===== src/rtl/loader_pkg.sv =====
// Shared types and constants for the UART program loader.
package loader_pkg;

    typedef enum logic [2:0] {
        ST_IDLE = 3'd0,
        ST_HDR  = 3'd1,
        ST_DATA = 3'd2,
        ST_DONE = 3'd3,
        ST_ERR  = 3'd4
    } loader_state_t;

    localparam int HDR_BYTES  = 4;
    localparam int WORD_BYTES = 4;

endpackage


===== src/rtl/byte_packer.sv =====
// Packs bytes MSB-first into 32-bit words; word_valid pulses combinationally with the 4th byte.
module byte_packer
    import loader_pkg::*;
(
    input  logic        clk,
    input  logic        rst,
    input  logic        clr,
    input  logic        byte_valid,
    input  logic [7:0]  byte_data,
    output logic [31:0] word,
    output logic        word_valid
);

    localparam logic [1:0] LAST_IDX = 2'(WORD_BYTES - 1);

    logic [31:0] shift_q, shift_d;
    logic [1:0]  idx_q, idx_d;

    always_comb begin
        shift_d = shift_q;
        idx_d   = idx_q;
        if (clr) begin
            shift_d = '0;
            idx_d   = '0;
        end else if (byte_valid) begin
            shift_d = {shift_q[23:0], byte_data};
            idx_d   = idx_q + 2'd1;
        end
    end

    always_ff @(posedge clk) begin
        if (rst) begin
            shift_q <= '0;
            idx_q   <= '0;
        end else begin
            shift_q <= shift_d;
            idx_q   <= idx_d;
        end
    end

    // The completed word includes the byte arriving this cycle.
    assign word       = {shift_q[23:0], byte_data};
    assign word_valid = byte_valid && !clr && (idx_q == LAST_IDX);

endmodule


===== src/rtl/uart_loader.sv =====
// Boot loader: parses a big-endian word-count header, then writes packed words to memory from address 0.
module uart_loader
    import loader_pkg::*;
#(
    parameter int          ADDR_W         = 14,
    parameter logic [31:0] TIMEOUT_CYCLES = 32'd50_000_000
) (
    input  logic              clk,
    input  logic              rst,
    input  logic              start,
    input  logic [7:0]        rx_data,
    input  logic              rx_valid,
    input  logic              rx_ferr,
    output logic              mem_we,
    output logic [ADDR_W-1:0] mem_addr,
    output logic [31:0]       mem_wdata,
    output logic              busy,
    output logic              done,
    output logic              err,
    output logic [ADDR_W:0]   words_loaded,
    output logic [2:0]        dbg_state
);

    localparam logic [32:0] MAX_WORDS = 33'd1 << ADDR_W;

    loader_state_t state_q, state_d;

    logic              in_load, start_ok, byte_ok, timeout_hit, last_word;
    logic [31:0]       pk_word;
    logic              pk_valid;
    logic [31:0]       n_q, n_d;
    logic [ADDR_W:0]   wl_q, wl_d, wl_inc;
    logic [31:0]       tmo_q, tmo_d;
    logic              started_q, started_d;
    logic              mem_we_q, mem_we_d;
    logic [ADDR_W-1:0] mem_addr_q, mem_addr_d;
    logic [31:0]       mem_wdata_q, mem_wdata_d;

    assign in_load  = (state_q == ST_HDR) || (state_q == ST_DATA);
    assign start_ok = start && !in_load;
    // A framing error discards any byte presented in the same cycle.
    assign byte_ok  = in_load && rx_valid && !rx_ferr;

    byte_packer u_packer (
        .clk        (clk),
        .rst        (rst),
        .clr        (!in_load),
        .byte_valid (byte_ok),
        .byte_data  (rx_data),
        .word       (pk_word),
        .word_valid (pk_valid)
    );

    assign wl_inc    = wl_q + {{ADDR_W{1'b0}}, 1'b1};
    assign last_word = ({{(32 - ADDR_W){1'b0}}, wl_inc} == {1'b0, n_q});

    always_comb begin
        tmo_d = tmo_q;
        if (!in_load || rx_valid) begin
            tmo_d = '0;
        end else if (started_q && (tmo_q != TIMEOUT_CYCLES)) begin
            tmo_d = tmo_q + 32'd1;
        end
    end

    assign started_d   = in_load && (started_q || rx_valid);
    assign timeout_hit = (TIMEOUT_CYCLES != 32'd0) && started_q && in_load
                         && (tmo_d == TIMEOUT_CYCLES);

    always_ff @(posedge clk) begin
        if (rst) begin
            state_q <= ST_IDLE;
        end else begin
            state_q <= state_d;
        end
    end

    always_comb begin
        state_d = state_q;
        case (state_q)
            ST_IDLE: if (start) state_d = ST_HDR;
            ST_HDR: begin
                if (rx_ferr || timeout_hit) begin
                    state_d = ST_ERR;
                end else if (pk_valid) begin
                    if (pk_word == 32'd0)                 state_d = ST_DONE;
                    else if ({1'b0, pk_word} > MAX_WORDS) state_d = ST_ERR;
                    else                                  state_d = ST_DATA;
                end
            end
            ST_DATA: begin
                if (rx_ferr || timeout_hit)     state_d = ST_ERR;
                else if (pk_valid && last_word) state_d = ST_DONE;
            end
            ST_DONE, ST_ERR: if (start) state_d = ST_HDR;
            default: state_d = ST_IDLE;
        endcase
    end

    always_comb begin
        busy      = in_load;
        done      = (state_q == ST_DONE);
        err       = (state_q == ST_ERR);
        dbg_state = state_q;
    end

    always_comb begin
        n_d         = n_q;
        wl_d        = wl_q;
        mem_we_d    = 1'b0;
        mem_addr_d  = mem_addr_q;
        mem_wdata_d = mem_wdata_q;
        if (state_q == ST_IDLE || start_ok) begin
            n_d  = '0;
            wl_d = '0;
        end else if (state_q == ST_HDR && pk_valid) begin
            n_d = pk_word;
        end else if (state_q == ST_DATA && pk_valid) begin
            mem_we_d    = 1'b1;
            mem_addr_d  = wl_q[ADDR_W-1:0];
            mem_wdata_d = pk_word;
            wl_d        = wl_inc;
        end
    end

    always_ff @(posedge clk) begin
        if (rst) begin
            n_q         <= '0;
            wl_q        <= '0;
            tmo_q       <= '0;
            started_q   <= 1'b0;
            mem_we_q    <= 1'b0;
            mem_addr_q  <= '0;
            mem_wdata_q <= '0;
        end else begin
            n_q         <= n_d;
            wl_q        <= wl_d;
            tmo_q       <= tmo_d;
            started_q   <= started_d;
            mem_we_q    <= mem_we_d;
            mem_addr_q  <= mem_addr_d;
            mem_wdata_q <= mem_wdata_d;
        end
    end

    assign mem_we       = mem_we_q;
    assign mem_addr     = mem_addr_q;
    assign mem_wdata    = mem_wdata_q;
    assign words_loaded = wl_q;

endmodule

===== config.mk =====
export PLATFORM = sky130hd
export DESIGN_NAME = uart_loader
export DESIGN_NICKNAME = d
export VERILOG_FILES = /design/src/rtl/loader_pkg.sv /design/src/rtl/byte_packer.sv /design/src/rtl/uart_loader.sv
export SDC_FILE = /design/constraint.sdc
export NUM_CORES = 1
export LEC_CHECK = 0
export BUFFER_PORTS_ARGS = -buffer_cell sky130_fd_sc_hd__buf_2
export CAP_MARGIN = 20
export CORE_MARGIN = 5
export CORE_UTILIZATION = 63
export DETAILED_ROUTE_END_ITERATION = 6
export PLACE_DENSITY_LB_ADDON = 0.15
export SLEW_MARGIN = 20
export SYNTH_ARGS = -nofsm -noshare
export SYNTH_HDL_FRONTEND = slang
export SYNTH_SLANG_ARGS = --single-unit

===== constraint.sdc =====
create_clock -name clk -period 4.6 [get_ports clk]
set_clock_uncertainty 0.1 [all_clocks]
set_input_delay 0.46 -clock clk [delete_from_list [all_inputs] [get_ports clk]]
set_output_delay 0.46 -clock clk [all_outputs]
set_load 0.005 [all_outputs]

# Yosys cells after proc, flatten, opt, wreduce, memory -nomap -nowiden
# Index checks and enable logic that the tools add are counted.
# classes
add_sub_neg	3
multipliers	0
n_div	0
magnitude_cmp	1
eq_ne	11
shift	0
mux	11
n_bitwise	3
reduce_logical	28
# op_table
op	count
32-bit 2-to-1 mux	2
32-bit by 1-bit adder with 32-bit output (second input constant)	1
15-bit by 32-bit equality test with 1-bit output	1
32-bit by 26-bit equality test with 1-bit output (second input constant)	1
32-bit by 15-bit greater-than comparator with 1-bit output (second input constant)	1
32-bit zero test	1
32-bit by 26-bit != test with 1-bit output (second input constant)	1
3-bit 2-to-1 mux	7
15-bit by 1-bit adder with 15-bit output (second input constant)	1
1-bit logical AND	12
3-bit one-hot mux with 3 select lines	1
3-bit by 2-bit equality test with 1-bit output (second input constant)	2
3-bit AND reduction	2
3-bit OR reduction	2
1-bit logical OR	5
2-bit OR reduction	2
3-bit by 1-bit equality test with 1-bit output (second input constant)	1
3-bit equality test (second input constant)	1
3-bit zero test	1
3-bit by 1-bit != test with 1-bit output (second input constant)	1
3-bit by 2-bit != test with 1-bit output (second input constant)	1
1-bit NOT	3
2-bit by 1-bit adder with 2-bit output (second input constant)	1
2-bit equality test (second input constant)	1
4 further kinds	5
# totals
register_bits	156
latchBits	0
ram_bits	0
mem_bits_ro	0
inputBits	13
output_inout_bits	68
word_cells	67
mem_count	0

# Logic depth before layout (Yosys ltp)
# depth
depth_word	10
ltp_mapped	11
depth_no_buf	11

# Hierarchy
# From an unflattened synthesis, not the netlist that was laid out.
# unflattened
hier_cells	879
hier_area_um2	7335.8
# modules_own_cells
mod	n_inst	cells_each	area_per_inst_um2	seq_area_each_um2
uart_loader	1	784	6292.3	2602.5
byte_packer	1	95	1043.5	520.5

# Least setup slack after synthesis
# OpenSTA, ideal clock, no wires.
# synth_path
path_type	reg-to-reg
startpoint	reg tmo_q[0]
endpoint	reg state_q[0] (netlist: dbg_state[0])
setup_ns	0.095
arrival_ns	2.843
required_time_ns	4.405
path_slack_ns	1.561
stages_incl_launch_ff	11
path_buffers	0
synth_period_minus_slack_ns	3.039
cell_sequence	dfxtp_1 > ha_1 > and3_1 > a211o_1 > a2111oi_0 > nand3_1 > or4b_4 > nor4_4 > a211oi_1 > mux2i_1 > a221oi_1
# synth_via
elab_chain_cells	9
elab_cells_between_ends	14
classes_between	add/sub (1); eq/ne (4); mux (5); reduce/logical (4)
# synth_lines
item	line_no	text
start: declaration	uart_loader.sv:33	logic [31:0] tmo_q, tmo_d;
start signal: assignment	uart_loader.sv:138	tmo_q <= tmo_d;
parallel branches: the longest is 2 deep, another holds 32-bit by 1-bit adder with 32-bit output	-	
32-bit 2-to-1 mux *	uart_loader.sv:61	end else if (started_q && (tmo_q != TIMEOUT_CYCLES)) begin
32-bit 2-to-1 mux *	uart_loader.sv:59	if (!in_load || rx_valid) begin
32-bit by 26-bit equality test with 1-bit output *	uart_loader.sv:68	&& (tmo_d == TIMEOUT_CYCLES);
1-bit logical AND *	uart_loader.sv:68	
1-bit logical OR *	uart_loader.sv:83, uart_loader.sv:92	
3-bit by 1-bit != test with 1-bit output (no source line), or another cell as far along	-	
3-bit AND reduction (no source line) / 3-bit one-hot mux with 3 select lines (equally long branches)	-	
end signal: assignment	uart_loader.sv:74	state_q <= state_d;
end: declaration	uart_loader.sv:26	loader_state_t state_q, state_d;
# Mark *: on every way between the ends.
# A chain may end at the register's enable or synchronous reset.

# Worst setup path after layout
# layout_path
startpoint	reg started_q
endpoint	reg state_q[0] (netlist: dbg_state[0])
# layout_via
elab_chain_cells	8
elab_cells_between_ends	13
classes_between	eq/ne (3); mux (5); reduce/logical (5)
# layout_lines
item	line_no	text
start: declaration	uart_loader.sv:34	logic started_q, started_d;
start signal: assignment	uart_loader.sv:139	started_q <= started_d;
1-bit logical AND	uart_loader.sv:61	
32-bit 2-to-1 mux	uart_loader.sv:61	
32-bit 2-to-1 mux	uart_loader.sv:59	
32-bit by 26-bit equality test with 1-bit output	uart_loader.sv:68	
1-bit logical AND *	uart_loader.sv:68	
1-bit logical OR *	uart_loader.sv:83, uart_loader.sv:92	
3-bit by 1-bit != test with 1-bit output (no source line), or another cell as far along	-	
3-bit AND reduction (no source line) / 3-bit one-hot mux with 3 select lines (equally long branches)	-	
# Every way passes the cells marked *; elsewhere a longest branch is shown, timed or not.

==> key figures <==
STA
  • Fmax: 281 MHz
  • Period minus WS final: 3.56 ns
  • Setup_tns: 0 ns
  • Pins over their slew limit: 0
  • Setup WS post-layout: 1.04 ns
  • Tcrit/Tclk final: 0.775
  • Least-Margin Pin Slew: around 0.97 ns
  • Worst slew margin: 0.353
  • RSZ-0062 raised after global routing: no
  • Final setup vio count: 0
  • Hold Vio Cnt, Final: 0

Synth
  • #FFs+latches synth: 156
  • Synth warnings: 0
  • FFs w/ async S/R, synth: 0
  • Number of flops mapped to enable cells by yosys: 0
  • Top_reg_cell synth: dfxtp_1
  • Mapped cell area: ~0.0071 mm^2
  • Register area share after synthesis: 0.440
  • Synthesized net count: 924
  • Count of cell types in the netlist: 63
  • Avg Cell Area, Syn: 7.83 um^2
  • Cells after synthesis: 907

Drt
  • Vias per cell: 5.91
  • Final ANT Viol Nets: 0
  • Final wirelength: 18700 um
  • Drt wl/cell: 16.8 um
  • First-pass detailed-route iteration total: 5
  • DRT iter0 DRCs: 587
  • DRC violations left: 0
  • Vias after detailed routing: 6543

Cells and area
  • Fin area: 0.00812 mm^2
  • Diode count: 0
  • Final #Nets: 972
  • Area of the multi-input gates: 0.00371 mm^2
  • Most frequent cells in the layout: nand2_1 (236), dfxtp_1 (156), a21oi_1 (117)
  • Reg area: 0.00312 mm^2
  • Synth-to-Final Area Change: 14.3%
  • Layout cells sized above 1: 0.139
  • Filler cells: about 870
  • Utilization after layout: 0.743
  • Commonest non-fill, non-tap cell in the layout: nand2_1

GRT
  • Congestion Overflow GR: 0
  • Initial antenna violation count: 0
  • Gr usage total: 0.283
  • First-pass GRT wire length: 30300 um
  • Pin count of the biggest net entering global routing: 54
  • Vias in the first global route: 6163

Place
  • Post-DP HPWL: 12900 um
  • Placed instance area: 0.00755 mm^2
  • Dpl ws: 1.14 ns
  • Port bufs: 80
  • RePlAce Congestion: 0.960

Power
  • Psw: 0.000649 W
  • Clk pwr share: 0.467
  • Int Pwr: 0.00213 W
  • Net Sw Frac: 0.234
  • Comb power frac: 0.041
  • Sequential power share: 0.492
  • Leakage: 2.86 nW
  • Final Power: around 0.0028 W
  • Pwr dens: 342 mW/mm^2
  • IR Drop Worst-Case VDD: 440 uV

Worst hold path
  • Worst hold path type: in2reg

Setup path
  • Bufs and invs on worst path: 0
  • Startpoint Class: register
  • Family with the most delay on the worst path: simple AND/OR/NAND/NOR gates
  • Arr. time, crit path: 3.78 ns
  • Max stage delay on crit path: between 0.6 and 0.7 ns
  • Reg-to-reg slack, setup: 1.04 ns
  • Setup CP Type: reg2reg
  • Crit path max fanout: 13
  • CP required: 4.82 ns
  • Slowest-stage cell, CP: nor4_1
  • CP Cell Sequence: nand4_1 -> nor4_1 -> a31oi_1 -> or4b_4 -> nor4_4 -> a211oi_1 -> mux2i_1 -> a221oi_1
  • Crit path capture type: register

CTS
  • Clock Tree Buf Depth: 2
  • Htree depth: 4
  • Clock-pin slew on the worst setup and hold paths: 0.06 ns
  • Hold buffer count at cts: 0
  • Clock Latency Late Sink: 0.42 ns
  • CTS tree: done
  • CTS buffer count: 17
  • Clk sinks: roughly 160
  • PostCTS Resize Cnt: 0
  • Clock root buffer: clkbuf_16
  • Post-CTS Setup Inserts: 0

Floorplan
  • Chip Height: 116 um
  • Top Ports: slightly above 80
  • Starting Density: 0.650
  • Die ar.: approximately 0.014 mm^2
  • Core area: between 0.01 and 0.015 mm^2
  • Die X: 116 um
  • Site Rows: 38

Run status
  • Status: completed

Flow run
  • Max_cap viols: 0
==> final timing paths <==
| path | startpoint | to | depth (start not counted) |
|---|---|---|---|
| max | started_q | dbg_state[0] | 8 |
| min | rx_valid | started_q | 3 |
| max reg2reg | started_q | dbg_state[0] | 8 |
| min reg2reg | mem_addr[2] | mem_addr[2] | 2 |
==> cell usage after synthesis (10+ instances only) <==
cell type    n  area (um^2)
buf_2       10         50.1
nand4_1     23          144
nand3_1     27          135
nor2_1      70          263
xnor2_1     36          315
dfxtp_1    156         3120
nor4_1      17          106
nand2_1    236          886
inv_1       15         56.3
clkbuf_1    46          173
a21oi_1    117          586
xor2_1      33          289
nor3_1      11         55.1
==> cells by family after synthesis <==
group | Yosys count | synth area share
AOI/OAI and AO/OA | 160 | 0.131
xor gates and xnor gates | 69 | 0.0851
adders and majority gates | 4 | 0.00704
buffers and inverters | 75 | 0.0419
DFF | 156 | 0.440
muxes | 5 | 0.00704
and+or+nand+nor | 438 | 0.288
==> area by class of cell <==
class                      instances  share of cell area
inverter                          15             0.00693
tap                              140              0.0216
clock inverter                    10              0.0102
multi-input combinational        676               0.457
timing repair buffer              89              0.0610
clock buffer                      22              0.0584
sequential                       156               0.385
==> stage by stage <==
step / hold WS (ns) / std cells
6_report: 0.186 / 1108
5_1_grt: 0.194 / 1108
4_1_cts: 0.177 / 1107
3_5_place_dp: 0.344 / 1075
3_3_place_gp: 0.339 / 1074
2_1_floorplan: 0.336 / 907
==> tightest hold or removal path, delay by kind of cell <==
family        cells  cell delay, ns
buf+inv           1            0.11
simple gates      2            0.11
==> power groups by stage <==
stage          combinational, W  clock (W)  sequential (W)
5_1_grt                0.000125    0.00138         0.00137
6_report               0.000115    0.00130         0.00137
2_1_floorplan         0.0000748          0         0.00139
3_5_place_dp           0.000112          0         0.00140
3_3_place_gp           0.000103          0         0.00139
4_1_cts                0.000114    0.00131         0.00137
==> flip-flops by register name, indices dropped and copies added, names as in the netlist <==
name and flops:
dbg_state 3, mem_addr 14, n_q 32, mem_we 1
u_packer.shift_q 24, tmo_q 32, mem_wdata 32, started_q 1
u_packer.idx_q 2, words_loaded 15
==> routing by layer <==
layer / GRT usage / share of wire
met5: 0 / 0
met4: 0.131 / 0.032
met3: 0.0622 / 0.056
met2: 0.470 / 0.49
met1: 0.352 / 0.42
No activity file was read; power rests on OpenSTA's default activity.
